**src/rtl/exttuner_ctrl.sv**
```systemverilog
// exttuner_ctrl -- start/ack sequencer for external antenna tuners
// (ICOM AH-4 pulse start and level-start ATUs).
//
// A host tune request walks the ATU through a delayed start, waits for the
// ATU to acknowledge by raising its status line, then waits for status to
// fall again (tuning done). Missing acknowledges are retried up to MAX_RETRY
// times. Once the sequence ends, transmit is gated off and a result code is
// held until the host drops auto_tune.
//
// All sequencing runs on a 1 ms tick from an internal prescaler.
//
// Ports:
//   clk         system clock
//   rst_n       synchronous active-low reset
//   auto_tune   host tune request (level); low aborts to IDLE on the next edge
//   mode_level  0 = pulse start, 1 = start held until ack (latched at request)
//   ATU_Status  asynchronous ATU status/ack pin, active high
//   ATU_Start   start line to the ATU, active high
//   mox_in      host PTT
//   mox_out     gated PTT, mox_in with the sequence-end inhibit applied
//   busy        sequence in progress
//   result      0 none/busy, 1 tuned, 2 no ack, 3 tune timeout
//   retry_cnt   start attempts made minus one
module exttuner_ctrl #(
  parameter int CLK_FREQ      = 76800000,
  parameter int TUNE_DELAY_MS = 100,
  parameter int TUNE_WIDTH_MS = 500,
  parameter int LDETECT_MS    = 1000,
  parameter int HDETECT_MS    = 9000,
  parameter int MAX_RETRY     = 1,
  parameter int TIMER_W       = 16
) (
  input  logic       clk,
  input  logic       rst_n,
  input  logic       auto_tune,
  input  logic       mode_level,
  input  logic       ATU_Status,
  output logic       ATU_Start,
  input  logic       mox_in,
  output logic       mox_out,
  output logic       busy,
  output logic [1:0] result,
  output logic [2:0] retry_cnt
);

  localparam int PRE_DIV = CLK_FREQ / 1000;
  localparam int PRE_W   = (PRE_DIV > 1) ? $clog2(PRE_DIV) : 1;

  localparam logic [PRE_W-1:0]   PRE_RELOAD = PRE_W'(PRE_DIV - 1);
  localparam logic [TIMER_W-1:0] T_DELAY    = TIMER_W'(TUNE_DELAY_MS - 1);
  localparam logic [TIMER_W-1:0] T_WIDTH    = TIMER_W'(TUNE_WIDTH_MS - 1);
  localparam logic [TIMER_W-1:0] T_LDET     = TIMER_W'(LDETECT_MS - 1);
  localparam logic [TIMER_W-1:0] T_HDET     = TIMER_W'(HDETECT_MS - 1);
  localparam logic [2:0]         RETRY_MAX  = 3'(MAX_RETRY);

  localparam logic [1:0] RES_NONE    = 2'd0;
  localparam logic [1:0] RES_OK      = 2'd1;
  localparam logic [1:0] RES_NOACK   = 2'd2;
  localparam logic [1:0] RES_TIMEOUT = 2'd3;

  typedef enum logic [2:0] {
    S_IDLE     = 3'd0,
    S_DELAY    = 3'd1,
    S_START    = 3'd2,
    S_WAIT_ACK = 3'd3,
    S_NOACK    = 3'd4,
    S_TUNING   = 3'd5,
    S_DONE     = 3'd6
  } state_t;

  logic [PRE_W-1:0]   prescaler;
  logic               tick;
  logic               st_meta, st_s;

  state_t             state, state_n;
  logic [TIMER_W-1:0] timer, timer_n;
  logic               start_n;
  logic               mox_inhibit, inh_n;
  logic [1:0]         result_n;
  logic [2:0]         retry_n;
  logic               mode_lvl, mode_n;

  // 1 ms prescaler: starts at zero so the first tick lands on the first
  // edge after reset release.
  assign tick = (prescaler == '0);

  always_ff @(posedge clk) begin
    if (!rst_n)    prescaler <= '0;
    else if (tick) prescaler <= PRE_RELOAD;
    else           prescaler <= prescaler - PRE_W'(1);
  end

  // Status synchroniser
  always_ff @(posedge clk) begin
    if (!rst_n) begin
      st_meta <= 1'b0;
      st_s    <= 1'b0;
    end else begin
      st_meta <= ATU_Status;
      st_s    <= st_meta;
    end
  end

  // Sequencer state register
  always_ff @(posedge clk) begin
    if (!rst_n) begin
      state       <= S_IDLE;
      timer       <= '0;
      ATU_Start   <= 1'b0;
      mox_inhibit <= 1'b0;
      result      <= RES_NONE;
      retry_cnt   <= 3'd0;
      mode_lvl    <= 1'b0;
    end else begin
      state       <= state_n;
      timer       <= timer_n;
      ATU_Start   <= start_n;
      mox_inhibit <= inh_n;
      result      <= result_n;
      retry_cnt   <= retry_n;
      mode_lvl    <= mode_n;
    end
  end

  // Next-state logic. A timed state exits on the tick where timer is zero,
  // so a load of N-1 gives exactly N ticks in the state.
  always_comb begin
    state_n  = state;
    timer_n  = timer;
    start_n  = ATU_Start;
    inh_n    = mox_inhibit;
    result_n = result;
    retry_n  = retry_cnt;
    mode_n   = mode_lvl;

    if (!auto_tune) begin
      // Dropping the request wins over everything, tick or not.
      state_n  = S_IDLE;
      timer_n  = '0;
      start_n  = 1'b0;
      inh_n    = 1'b0;
      result_n = RES_NONE;
      retry_n  = 3'd0;
    end else begin
      case (state)
        S_IDLE: begin
          if (tick) begin
            state_n = S_DELAY;
            timer_n = T_DELAY;
            mode_n  = mode_level;
          end
        end
        S_DELAY: begin
          if (tick) begin
            if (timer == '0) begin
              state_n = S_START;
              start_n = 1'b1;
              timer_n = mode_lvl ? T_LDET : T_WIDTH;
            end else begin
              timer_n = timer - TIMER_W'(1);
            end
          end
        end
        S_START: begin
          if (tick) begin
            if (mode_lvl && st_s) begin
              state_n = S_TUNING;
              timer_n = T_HDET;
              start_n = 1'b0;
            end else if (timer == '0) begin
              // Level start drops the line here too, so a retry always sees
              // ATU_Start low for a full delay period first.
              state_n = mode_lvl ? S_NOACK : S_WAIT_ACK;
              timer_n = T_LDET;
              start_n = 1'b0;
            end else begin
              timer_n = timer - TIMER_W'(1);
            end
          end
        end
        S_WAIT_ACK: begin
          if (tick) begin
            if (st_s) begin
              state_n = S_TUNING;
              timer_n = T_HDET;
            end else if (timer == '0) begin
              state_n = S_NOACK;
            end else begin
              timer_n = timer - TIMER_W'(1);
            end
          end
        end
        S_NOACK: begin
          if (tick) begin
            if (retry_cnt < RETRY_MAX) begin
              retry_n = retry_cnt + 3'd1;
              state_n = S_DELAY;
              timer_n = T_DELAY;
              start_n = 1'b0;
            end else begin
              state_n  = S_DONE;
              result_n = RES_NOACK;
              inh_n    = 1'b1;
            end
          end
        end
        S_TUNING: begin
          if (tick) begin
            // Status release is tested first so a fall on the expiry tick
            // still counts as success.
            if (!st_s) begin
              state_n  = S_DONE;
              result_n = RES_OK;
              inh_n    = 1'b1;
            end else if (timer == '0) begin
              state_n  = S_DONE;
              result_n = RES_TIMEOUT;
              inh_n    = 1'b1;
            end else begin
              timer_n = timer - TIMER_W'(1);
            end
          end
        end
        S_DONE: begin
        end
        default: begin
          state_n = S_IDLE;
          timer_n = '0;
          start_n = 1'b0;
        end
      endcase
    end
  end

  assign busy = (state == S_DELAY) || (state == S_START) ||
                (state == S_WAIT_ACK) || (state == S_TUNING);

  // Carrier passes during tuning; only the finished sequence gates PTT.
  assign mox_out = mox_in & ~mox_inhibit;

endmodule

```
**config.mk**
```make
export PLATFORM = sky130hd
export DESIGN_NAME = exttuner_ctrl
export DESIGN_NICKNAME = d
export VERILOG_FILES = /design/src/rtl/exttuner_ctrl.sv
export SDC_FILE = /design/constraint.sdc
export NUM_CORES = 1
export LEC_CHECK = 0
export CAP_MARGIN = 20
export CORE_MARGIN = 10
export CORE_UTILIZATION = 43
export CTS_BUF_LIST = sky130_fd_sc_hd__clkbuf_4
export CTS_CLUSTER_SIZE = 16
export DETAILED_ROUTE_END_ITERATION = 16
export SLEW_MARGIN = 30
export SYNTH_ARGS = -nofsm -noshare
export SYNTH_HDL_FRONTEND = slang
export SYNTH_SLANG_ARGS = --single-unit
```
**constraint.sdc**
```tcl
create_clock -name clk -period 7.2 [get_ports clk]
set_input_delay 0.72 -clock clk [delete_from_list [all_inputs] [get_ports clk]]
set_output_delay 0.72 -clock clk [all_outputs]
set_load 0.02 [all_outputs]
```
* Word-level counts from Yosys, hierarchy flattened
Cells that the tools add are included.
** Cells by class
- Add/sub/neg operators :: 3
- Multiply operators :: 0
- Divide/modulo/power cells :: 0
- Magnitude comparators :: 1
- Equal/unequal tests :: 19
- Shift-type cells :: 0
- Multiplexer cells :: 51
- Bitwise operators :: 5
- Reductions and logical operators :: 17
** Operator list (count)
- 16-bit two-way mux :: 13
- 16-bit one-hot mux with 7 select lines :: 1
- 3-bit two-way mux :: 15
- 3-bit one-hot mux with 7 select lines :: 1
- 2-bit inequality test, second input constant :: 10
- 17-bit zero test :: 1
- 17-bit two-way mux :: 1
- 17-bit by 1-bit subtractor with 17-bit output, second input constant :: 1
- 16-bit zero test :: 1
- 16-bit by 1-bit subtractor with 16-bit output, second input constant :: 1
- 1-bit two-way mux :: 11
- 11-bit AND reduction :: 1
- 10-bit two-way mux :: 1
- 2-bit two-way mux :: 5
- 3-bit == test, second input constant :: 3
- 3-bit inequality test, second input constant :: 3
- 9-bit AND reduction :: 1
- 7-bit AND reduction :: 1
- 3-bit by 2-bit == test with 1-bit output, second input constant :: 2
- 3-bit AND reduction :: 2
- 5-bit AND reduction :: 1
- 1-bit NOT :: 4
- 1-bit one-hot mux with 4 select lines :: 1
- 2-bit one-hot mux with 2 select lines :: 1
- other kinds (12) :: 14
** Storage, ports and cells
- Register bits after elaboration :: 46
- Bits in latches :: 0
- RAM bits :: 0
- ROM bits :: 0
- Input bits :: 6
- Output and inout bits :: 8
- Memories :: 0

* Logic depth before layout (Yosys ltp)
- Depth after elaboration :: 5
- Gate-level depth with buffers :: 12
- Depth with buffers taken out :: 11

* Worst setup path after synthesis
OpenSTA, ideal clock, no wires.
- Path kind :: reg-to-reg
- Start point :: reg prescaler[0]
- End point :: reg ATU_Start
- Data arrival time :: 2.264 ns
- Required time :: 7.068 ns
- Slack :: 4.804 ns
- Stages on the path, launching flop included :: 11
- Clock period less this slack :: 2.396 ns
- Cells stage by stage :: dfxtp_1 inv_1 ha_1 or4b_4 or2_1 buf_6 or3_1 buf_6 or3_1 nand4_1 a31oi_1
** Between the ends
- Word-level cells in the longest chain between the ends :: 3
- Elaborated cells between the ends (all ways) :: 5
- Those cells by class :: eq/ne: 3; reduce/logical: 2
** Ends and longest elaborated chain
- start: declaration :: line 71 : logic [PRE_W-1:0] prescaler;
- start signal: assignment :: line 90 : else prescaler <= prescaler - PRE_W'(1);
- 17-bit zero test (*) :: line 85 : assign tick = (prescaler == '0);
- 2-bit inequality test (no line)
- 7-bit AND reduction (no line) (*)
- end signal: assignment :: line 117 : ATU_Start <= start_n;
- end: declaration :: line 38 : output logic ATU_Start,
Every way passes the cells marked *; elsewhere a longest branch is shown, timed or not.
A chain may end at the register's enable or synchronous reset.

* Worst setup path after layout
- Start point :: reg state[0]
- End point :: out busy
** Between the ends
- Word-level cells in the longest chain between the ends :: 4
- Elaborated cells between the ends (all ways) :: 7
- Those cells by class :: eq/ne: 4; reduce/logical: 3
** Ends and longest elaborated chain
- start: declaration :: line 75 : state_t state, state_n;
- start signal: assignment :: line 115 : state <= state_n;
- 3-bit by 1-bit == test with 1-bit output or 3-bit by 2-bit == test with 1-bit output (tied branches) :: line 235 : assign busy = (state == S_DELAY) || (state == S_START) ||
- 1-bit logical OR (2 in a row) :: line 235
- 1-bit logical OR (*) :: line 236 : (state == S_WAIT_ACK) || (state == S_TUNING);
- end: declaration :: line 41 : output logic busy,
Marks and branches as above.

==> flow_summary.ini <==
[status]
status = finished, final reports clean

[final_layout]
drive_above_1_share_pct = 5.539
diodes = 0
fin_nets = 353
areaGrowthSynthToFinish_pct = 7.914
fillers = 620

[clocking]
clock_latency_ps = 370
htreeDepth = 2
cts_tree = done
cts.sinks = 46
cts_resized = 0
cts_buffer_depth = 2
postCtsSetupRepairBufs = 0
clk_pin_slew_worst_paths_ps = 150
hold_buffers = 0
cts_buffers = 5
clock-root-buffer = clkbuf_4

[global_route]
grt_start_max_net_pins = 27
antenna_found_initial = 0
grt.total_usage_pct = 13.31
grt_pass1_vias = 2251
grt_overflow_total = 0
grt_pass1_wl_um = 11130

[logic_synthesis]
yosysWarnings = 0
synthCells = 342
syn_area_mm2 = 0.002688
synthesis.nets = 353
synth-edff-count = 0
yosys.cell_types.count = 56
synth_ff_type = dfxtp_1
synthArstFlopShare_pct = 0
synth.top_cells.by_area = dfxtp_1, nor2_1, a21oi_1, o21ai_0, nand2_1
synth_largest_area_cell = dfxtp_1
yosys.area.top_type_share_pct = 34.26
ys_ff_latch = 46
seq_area_frac_synth_pct = 34.26
synth.avg_cell_area_um2 = 7.858

[timing]
fin_ws_ps = 3741
hold_viol = 0
setup_tns_ps = 0
setup_viol = 0
slew_viol_final = 0
max_freq_mhz = 289.1
rsz0062_at_grt = false
max_slew.worst_pin.slew_ps = 776.8
skew_ps = 10.98
post-route-period-util_pct = 48.05
fin_crit_ps = 3459
timing.slew.headroom_pct = 48.14

[min_path]
hold_path_end = st_s
min_path_type = reg2reg
hp-start = st_meta
hold_depth = 1

[place]
dp_slack_ps = 4076
place_congestion = 0.8430
portBuffers = 13
hpwl_um = 4651

[floorplan]
core-area_mm2 = 0.005991
io_pins = 14
initial_core_util_pct = 44.86
die_area_mm2 = 0.009813
core.rowCount = 28
die_w_um = 99.06
die_h_um = 99.06

[critical_path]
criticalPathCategory = reg2out
reg2reg_depth = 9
r2r_start = timer[7]
cp_common_cell = nor2_1
cp-end-kind = output pin
critical_path.max_stage_delay_ps = 660
cp_top_family = simple AND/OR/NAND/NOR gates
rrSetupSlack_ps = 4140
crit_chain = nor2_1 > nor2_1 > nor2_1 > inv_1 > clkdlybuf4s50_1
critPathSlowestCell = nor2_1
arrival_ps = 2740
path_max_fanout = 22
cp-start-kind = register
r2r-end = timer[0]
required_ps = 6480
crit_buf_inv = 2

[power]
p_seq_share_pct = 36.3
power_density_mw_per_mm2 = 337.2
p_switching_mw = 0.4253
leakage_nw = 0.9887
internal-power_mw = 0.5526
clockPowerShare_pct = 17.1
pwr-share-comb_pct = 46.6
ir_drop_v = 0.0001535
swShare_pct = 43.49
p_total_mw = 0.9779

[job]
maxCapViolCount = 0

[routing]
wl_per_cell_um = 15.71
routed_wl_um = 6568
drt-initial-drc-count = 170
ant_nets = 0
vias = 2462
drc = 0
vias_per_cell = 5.890
drtPass1Iterations = 6
==> synthesized netlist by cell type (all sizes together), types with 10 or more instances <==
library cell	instances
a21boi	11
a21oi	25
dfxtp	46
nand3	10
or3	11
nand2	24
o21ai	19
nor3	17
nor4	14
clkbuf	15
nor2	41
==> final cells by class <==
cell class | count | area [µm²] | share of cell area (%)
Tap cell | 75 | 93.84 | 3.236
Sequential cell | 46 | 920.9 | 31.75
Clock inverter | 3 | 47.55 | 1.639
Inverter | 9 | 33.78 | 1.165
Clock buffer | 5 | 37.54 | 1.294
Multi-Input combinational cell | 267 | 1637 | 56.43
Timing Repair Buffer | 13 | 130.1 | 4.487
==> placed cells by master (no fill, tap or decap), drive strengths merged, types with 3 or more instances in the layout <==
master / count
clkdlybuf4s50: 13
xor2: 6
nor2b: 8
a211oi: 7
dfxtp: 46
nand4: 4
a21oi: 25
o211ai: 3
inv: 11
nand2: 24
nand2b: 5
nor3: 17
or4: 4
nor4: 14
o31ai: 3
ha: 5
a21boi: 11
and2: 6
or3: 11
nor3b: 3
xnor2: 9
o21ai: 19
clkbuf: 5
nand3: 10
nor2: 41
a21o: 4
==> power groups by stage <==
stage	sequential (mW)	clock [mW]	combinational [mW]
finish	0.355	0.168	0.455
global route	0.363	0.183	0.516
CTS	0.355	0.173	0.454
detailed placement	0.360	0	0.453
global placement	0.359	0	0.449
floorplan	0.342	0	0.389
==> metrics by stage <==
step                      hold WS (ps)  cells  util (%)  instance area, µm²
after floorplan                  411.9    342         -                2688
after global placement           430.2    410     46.93                2811
after detailed placement         426.9    410     46.99                2815
after CTS                        465.1    418     48.41                2900
after global routing             473.0    418     48.41                2900
final                            459.6    418     48.41                2900
==> worst register-to-register path, cell delays in order (launching register included) <==
cell      delay [ps]
dfxtp_1          410
nor4_2           580
and4_1           630
inv_2            230
ha_1             330
inv_1             40
a22o_1           220
a22oi_1          120
o21ai_0          130
a311oi_1         290
==> worst max-delay path by stage <==
stage,from,endpoint,slack [ps],depth (start not counted)
finish,state[0],busy,3740,5
global route,state[0],busy,3570,5
CTS,state[0],busy,3780,5
detailed placement,rst_n,timer[12],4080,6
global placement,rst_n,timer[7],4150,6
floorplan,prescaler[0],ATU_Start,4800,10
==> flip-flops by register name, summed over array words and instances (netlist names) <==
register and flops:
result 2, st_meta 1, mode_lvl 1, prescaler 17
state 3, mox_inhibit 1, ATU_Start 1, st_s 1
retry_cnt 3, timer 16
==> cells by family (layout without fill, tap and decap cells) <==
logic type	after synthesis	in the layout	share of synthesized area, %
flip-flops	46	46	34.26
buffers and inverters	29	30	4.981
multiplexers	1	1	0.3725
AND/OR/NAND/NOR	155	155	30.35
XOR/XNOR	15	15	4.888
AO/OA/AOI/OAI	91	91	22.81
adder cells (fa/ha/maj)	5	5	2.328
==> layer usage <==
layer | share of wire (%) | track usage (%) | up-vias
met1 | 47 | 18.00 | 1147
met4 | 0.99 | 3.969 | 0
met2 | 46 | 20.44 | 64
met5 | 0 | 0 | -
li1 | - | - | 1243
met3 | 6.5 | 2.933 | 8
No activity file was read; power rests on OpenSTA's default activity.
